`src/rtl/core_pkg.sv`:
```
// Core-wide constants and types shared by the memory arbiter and its FIFO.
package core_pkg;

  localparam int Xlen = 32;

  // Requester ids on the shared memory port
  localparam int   ArbPorts = 2;
  localparam logic ArbInst  = 1'b0;
  localparam logic ArbData  = 1'b1;

  typedef enum logic {
    ArbIdle,
    ArbLocked
  } arb_state_e;

endpackage

```
`src/rtl/mem_arbiter_owner_fifo.sv`:
```
// In-order record of which requester owns each accepted, unanswered request.
module owner_fifo #(
  parameter int Depth = 4
) (
  input  logic                       clk_i,
  input  logic                       rst_i,
  input  logic                       push_i,
  input  logic                       push_id_i,
  input  logic                       pop_i,
  output logic                       head_id_o,
  output logic                       full_o,
  output logic                       empty_o,
  output logic [$clog2(Depth):0]     count_o
);

  localparam int PtrW = $clog2(Depth);
  localparam int CntW = PtrW + 1;

  logic [PtrW-1:0] wr_ptr_q, wr_ptr_d;
  logic [PtrW-1:0] rd_ptr_q, rd_ptr_d;
  logic [CntW-1:0] count_q, count_d;
  logic [Depth-1:0] mem_q;
  logic do_push, do_pop;

  assign full_o    = (count_q == CntW'(Depth));
  assign empty_o   = (count_q == '0);
  assign count_o   = count_q;
  assign head_id_o = mem_q[rd_ptr_q];

  // Pointer and occupancy update; push and pop in one cycle leave the count unchanged
  always_comb begin
    do_push  = push_i && !full_o;
    do_pop   = pop_i && !empty_o;
    wr_ptr_d = wr_ptr_q;
    rd_ptr_d = rd_ptr_q;
    count_d  = count_q;
    if (do_push) wr_ptr_d = wr_ptr_q + PtrW'(1);
    if (do_pop)  rd_ptr_d = rd_ptr_q + PtrW'(1);
    case ({do_push, do_pop})
      2'b10:   count_d = count_q + CntW'(1);
      2'b01:   count_d = count_q - CntW'(1);
      default: count_d = count_q;
    endcase
  end

  // Control registers; reset drops every outstanding owner record
  always_ff @(posedge clk_i) begin
    if (rst_i) begin
      wr_ptr_q <= '0;
      rd_ptr_q <= '0;
      count_q  <= '0;
    end else begin
      wr_ptr_q <= wr_ptr_d;
      rd_ptr_q <= rd_ptr_d;
      count_q  <= count_d;
    end
  end

  // Owner storage; contents are meaningless while the slot is unoccupied
  always_ff @(posedge clk_i) begin
    if (do_push) mem_q[wr_ptr_q] <= push_id_i;
  end

endmodule

```
`src/rtl/mem_arbiter.sv`:
```
// Shares one downstream memory port between instruction fetch (port 0) and
// the LSU (port 1) with a locked round-robin grant; responses return in order.
module mem_arbiter #(
  parameter int Xlen           = core_pkg::Xlen,
  parameter int MaskBits       = Xlen / 8,
  parameter int MaxOutstanding = 4
) (
  input  logic                  clk_i,
  input  logic                  rst_i,
  input  logic [1:0]            req_valid_i,
  output logic [1:0]            req_ready_o,
  input  logic [2*Xlen-1:0]     req_addr_i,
  input  logic [2*Xlen-1:0]     req_wdata_i,
  input  logic [2*MaskBits-1:0] req_wmask_i,
  output logic [Xlen-1:0]       rsp_rdata_o,
  output logic [1:0]            rsp_rvalid_o,
  input  logic                  mem_ready_i,
  output logic                  mem_valid_o,
  output logic [Xlen-1:0]       mem_addr_o,
  output logic [Xlen-1:0]       mem_wdata_o,
  output logic [MaskBits-1:0]   mem_wmask_o,
  input  logic [Xlen-1:0]       mem_rdata_i,
  input  logic                  mem_rvalid_i
);

  import core_pkg::*;

  localparam int CntW = $clog2(MaxOutstanding) + 1;

  arb_state_e      state_q, state_d;
  logic            last_grant_q, last_grant_d;
  logic            lock_id_q, lock_id_d;
  logic            grant;
  logic            mem_valid;
  logic            accept;
  logic            pop;
  logic            fifo_full, fifo_empty, fifo_head;
  logic [CntW-1:0] fifo_count;

  // Grant selection and FSM next state; the grant is combinational so a ready
  // downstream accepts in the same cycle the request appears
  always_comb begin
    state_d      = state_q;
    last_grant_d = last_grant_q;
    lock_id_d    = lock_id_q;
    grant        = lock_id_q;
    mem_valid    = 1'b0;
    case (state_q)
      ArbIdle: begin
        // Full is judged on the registered count, so a same-cycle pop does not free a slot
        if (!fifo_full && (req_valid_i != 2'b00)) begin
          mem_valid = 1'b1;
          if (req_valid_i == 2'b11) grant = ~last_grant_q;
          else                      grant = req_valid_i[1];
          if (mem_ready_i) begin
            last_grant_d = grant;
          end else begin
            lock_id_d = grant;
            state_d   = ArbLocked;
          end
        end
      end
      ArbLocked: begin
        // Hold the stalled request on the bus until the downstream takes it
        mem_valid = 1'b1;
        grant     = lock_id_q;
        if (mem_ready_i) begin
          last_grant_d = lock_id_q;
          state_d      = ArbIdle;
        end
      end
      default: state_d = ArbIdle;
    endcase
    if (rst_i) mem_valid = 1'b0;
  end

  // Downstream payload mux and response routing back to the recorded owner
  always_comb begin
    accept       = mem_valid && mem_ready_i;
    mem_valid_o  = mem_valid;
    req_ready_o  = 2'b00;
    if (accept) req_ready_o = grant ? 2'b10 : 2'b01;
    mem_addr_o   = grant ? req_addr_i[2*Xlen-1:Xlen]  : req_addr_i[Xlen-1:0];
    mem_wdata_o  = grant ? req_wdata_i[2*Xlen-1:Xlen] : req_wdata_i[Xlen-1:0];
    mem_wmask_o  = '0;
    if (mem_valid) mem_wmask_o = grant ? req_wmask_i[2*MaskBits-1:MaskBits]
                                       : req_wmask_i[MaskBits-1:0];
    pop          = mem_rvalid_i && !fifo_empty && !rst_i;
    rsp_rvalid_o = 2'b00;
    if (pop) rsp_rvalid_o = fifo_head ? 2'b10 : 2'b01;
    rsp_rdata_o  = mem_rdata_i;
  end

  // FSM state register; last_grant resets to data so inst wins the first tie
  always_ff @(posedge clk_i) begin
    if (rst_i) begin
      state_q      <= ArbIdle;
      last_grant_q <= ArbData;
      lock_id_q    <= ArbInst;
    end else begin
      state_q      <= state_d;
      last_grant_q <= last_grant_d;
      lock_id_q    <= lock_id_d;
    end
  end

  owner_fifo #(
    .Depth(MaxOutstanding)
  ) u_owner_fifo (
    .clk_i     (clk_i),
    .rst_i     (rst_i),
    .push_i    (accept),
    .push_id_i (grant),
    .pop_i     (pop),
    .head_id_o (fifo_head),
    .full_o    (fifo_full),
    .empty_o   (fifo_empty),
    .count_o   (fifo_count)
  );

  a_locked_hold: assert property (@(posedge clk_i) disable iff (rst_i)
    (state_q == ArbLocked) |-> req_valid_i[lock_id_q]);

  a_rvalid_owned: assert property (@(posedge clk_i) disable iff (rst_i)
    mem_rvalid_i |-> !fifo_empty);

  a_count_bound: assert property (@(posedge clk_i) disable iff (rst_i)
    fifo_count <= CntW'(MaxOutstanding));

endmodule

```
`config.mk`:
```
export PLATFORM = sky130hd
export DESIGN_NAME = mem_arbiter
export DESIGN_NICKNAME = d
export VERILOG_FILES = /design/src/rtl/core_pkg.sv /design/src/rtl/mem_arbiter_owner_fifo.sv /design/src/rtl/mem_arbiter.sv
export SDC_FILE = /design/constraint.sdc
export NUM_CORES = 1
export LEC_CHECK = 0
export ABC_CLOCK_PERIOD_IN_PS = 7220
export CAP_MARGIN = 20
export CORE_AREA = 2 2 107 109
export CTS_BUF_LIST = sky130_fd_sc_hd__clkbuf_16
export DETAILED_ROUTE_END_ITERATION = 8
export DIE_AREA = 0 0 109 111
export GPL_TIMING_DRIVEN = 0
export SYNTH_ARGS = -nofsm -noshare
export SYNTH_HDL_FRONTEND = slang
export SYNTH_SLANG_ARGS = --single-unit
```
`constraint.sdc`:
```
create_clock -name clk_i -period 7.22 [get_ports clk_i]
set_input_delay 2.166 -clock clk_i [delete_from_list [all_inputs] [get_ports clk_i]]
set_output_delay 2.166 -clock clk_i [all_outputs]
set_load 0.02 [all_outputs]
```
==> impl_metrics.py <==
metrics = {
    "setup_path": {
        "crit_path_start": "req_valid_i[0]",
        "end_kind": "primary output",
        "r2r_cells": 9,
        "crit_family": "buffers and inverters",
        "crit_arrival_ns": 4.58,
        "timing.rr.end": "u_owner_fifo.count_o[2]$_SDFFE_PP0P_",
        "r2r_start": "u_owner_fifo.count_o[2]$_SDFFE_PP0P_",
        "slowest_delay_ns": 0.57,
        "cp_max_fo": 10,
        "regToRegSetupSlack_ns": 4.97,
        "cp_cell_sequence": "clkdlybuf4s50_1, a21boi_1, nor3b_2, nor2_2, buf_6, buf_6, mux2_4, clkdlybuf4s50_1",
        "required_ns": 5.05,
        "path_buf_inv": 4,
        "path_class": "primary input to primary output",
        "cp-start-kind": "primary input",
        "slowest_stage": "clkdlybuf4s50_1",
    },
    "logic_synthesis": {
        "synth-main-ff-cell": "dfxtp_1",
        "async_flop_share": 0,
        "yosysWarnings": 0,
        "synth_edf_count": 4,
        "netlist_area_um2": 2033,
        "avgSynthCellArea_um2": 10.27,
        "syn_inst": 198,
        "synth.distinct_cells": 35,
        "ys_seq_area_frac": 0.1575,
        "synth_seq_cells": 14,
        "synthesis.nets": 378,
    },
    "sta": {
        "slew_headroom": 0.6402,
        "finalSetupViolations": 0,
        "slew_viol_final": 0,
        "max_freq_mhz": 148.3,
        "fin_tns_setup_ns": 0,
        "rsz0062_at_grt": "false",
        "min_period_over_period": 0.9339,
        "fin_ws_ns": 0.4774,
        "hold_violations": 0,
        "fin_crit_ns": 6.743,
        "tightestPinTransition_ns": 0.5351,
        "finalClockSkew_ns": 0.001524,
    },
    "clock_network": {
        "postCtsHoldBufs": 0,
        "ctsLongestPathBuffers": 2,
        "clkLatencyLatePin_ns": 0.24,
        "cts_tree": "yes",
        "cts_inserted_buffers": 3,
        "cts_setup_buffers": 0,
        "clk_pin_slew_ns": 0.05,
        "cts_htree_levels": 1,
        "post_cts_resized": 0,
        "cts_sinks": 14,
        "cts_root_buffer": "clkbuf_16",
    },
    "placed_design": {
        "dp_hpwl_um": 8329,
        "place.gp.congestion": 0.8335,
        "port_buffers": 246,
        "dpl.cell_count": 587,
        "place_ws_ns": 0.4741,
    },
    "global_route": {
        "grt_pass1_vias": 2377,
        "grt.total_usage": 0.1464,
        "grtUsageMet2": 0.2501,
        "grt_first_pass_wirelength_um": 13600,
        "grtUsageMet3": 0.06055,
        "gr-total-overflow": 0,
        "grt-busiest-layer": "met2",
        "grt_max_degree": 11,
        "globalRouteMet1Util": 0.1638,
        "antenna_found_initial": 1,
    },
    "routing": {
        "routedWlPerCell_um": 16.14,
        "vias_per_cell": 4.078,
        "drtAntennaViolNets": 0,
        "dr.pass1.iters": 4,
        "drc": 0,
        "routed_wl_um": 9557,
        "drt_iter0_markers": 61,
        "vias": 2414,
    },
    "floorplanning": {
        "core_area_um2": 11080,
        "pin_count": 279,
        "initial_core_util": 0.1836,
        "die_area_um2": 12100,
        "die_h_um": 111,
        "row_count": 39,
        "die_width_um": 109,
    },
    "power": {
        "power.leakage_nw": 1.958,
        "power_switching_uw": 187.0,
        "p_comb_frac": 0.660,
        "internal-power_uw": 390.9,
        "total_power_uw": 577.9,
        "peakVddDrop_mv": 0.07331,
        "powerDensity_nw_per_um2": 121.5,
        "clock_power_share": 0.180,
        "p_seq_frac": 0.160,
        "switching_share": 0.3236,
    },
    "outcome": {
        "status": "finished clean",
    },
    "hold_path": {
        "hold_class": "register to register",
        "hp-start": "lock_id_q$_SDFFE_PP0P_",
        "hold_end": "lock_id_q$_SDFFE_PP0P_",
        "min_path_cells": 2,
    },
    "final_layout": {
        "stdcell_count": 592,
        "area_delta_synth_final_pct": 133.9,
        "drive_gt1_frac": 0.2589,
        "final_nets": 629,
    },
    "run": {
        "drv_cap": 0,
    },
}
==> synth_stat cells, types with 3 or more instances <==
cell type   n  area (um2)
a21oi_1     7       35.03
and2_1      5       31.28
mux2_2     25       281.5
buf_4      32       240.2
dfxtp_1    10       200.2
nor3_1      4       20.02
buf_6       5       56.30
buf_2       3       15.01
edfxtp_1    4       120.1
o21ai_0     7       35.03
xor2_1      3       26.28
inv_1      10       37.54
ha_1        5       62.56
mux2_4     39       585.6
nor2_1     12       45.04
nand3_1     5       25.02
==> metal layers <==
metal	wire (um)	part of all wire
met5	0	0
met3	1267	0.13
met4	109	0.011
met2	4812	0.50
met1	3367	0.35
==> kinds of logic after synthesis <==
family	share of synthesized area
xor gates and xnor gates	0.02154
DFF	0.1575
muxes	0.4375
buffers and inverters	0.1735
AOI/OAI and AO/OA	0.05846
and+or+nand+nor	0.1108
adders and majority gates	0.04062
==> tightest hold or removal path: cells and delay by family, from the launching register on <==
family | cells | cell delay, ns
flops | 1 | 0.35
simple gates | 1 | 0.08
compound gates | 1 | 0.07
==> cell type report <==
type / count / area, um2
clock buffer: 3 / 75.07
fill: 1079 / 6321
multi-input combinational: 133 / 1360
buffer: 41 / 315.3
clock inverter: 1 / 3.754
antenna: 1 / 2.502
sequential: 14 / 320.3
timing repair buffer: 246 / 2462
tap: 143 / 178.9
inverter: 10 / 37.54
==> per-stage QoR <==
| step | instance area, um2 | hold slack (ns) | utilization |
|---|---|---|---|
| 2_1_floorplan | 2033 | 0.4692 | - |
| 3_3_place_gp | 4674 | 0.5021 | 0.4220 |
| 3_5_place_dp | 4674 | 0.5241 | 0.4220 |
| 4_1_cts | 4753 | 0.5385 | 0.4291 |
| 5_1_grt | 4756 | 0.5836 | 0.4293 |
| 6_report | 4756 | 0.5338 | 0.4293 |
==> cells in the final DEF (no fill, tap or decap), drive strengths merged <==
cell type      instances
mux4                   1
o21a                   1
edfxtp                 4
clkbuf                 4
clkdlybuf4s50        246
o31ai                  2
xor2                   3
o21ai                  7
inv                   10
nor3b                  2
diode                  1
buf                   40
or3                    1
clkinv                 1
fa                     1
or2                    2
o31a                   1
a21boi                 1
a21oi                  7
nand2                  1
nor4                   1
nand3b                 1
or3b                   1
nor3                   4
a32oi                  1
nand2b                 1
dfxtp                 10
nor2                  13
and2                   5
mux2                  64
ha                     5
nand3                  5
xnor2                  2
==> flip-flops by register name, summed over array words and instances (netlist names) <==
register,cells
state_q,1
u_owner_fifo.count_o,3
u_owner_fifo.mem_q,4
lock_id_q,1
u_owner_fifo.wr_ptr_q,2
u_owner_fifo.rd_ptr_q,2
last_grant_q,1
==> how the worst max path moves through the flow <==
stage / endpoint / slack (ns) / depth (start not counted)
3_3_place_gp: mem_wdata_o[19] / 0.49 / 8
2_1_floorplan: req_ready_o[1] / 1.56 / 6
3_5_place_dp: mem_wdata_o[19] / 0.47 / 8
6_report: mem_wdata_o[19] / 0.48 / 8
5_1_grt: mem_wdata_o[19] / 0.32 / 8
4_1_cts: mem_wdata_o[19] / 0.47 / 8
==> power groups by stage <==
stage | registers [mW] | clock network (mW) | logic, mW
finish | 0.0927 | 0.104 | 0.381
global route | 0.0936 | 0.109 | 0.405
CTS | 0.0927 | 0.106 | 0.386
detailed placement | 0.0942 | 0 | 0.383
global placement | 0.0937 | 0 | 0.381
floorplan | 0.0927 | 0 | 0.193
Power figures use the tool's default switching activity.
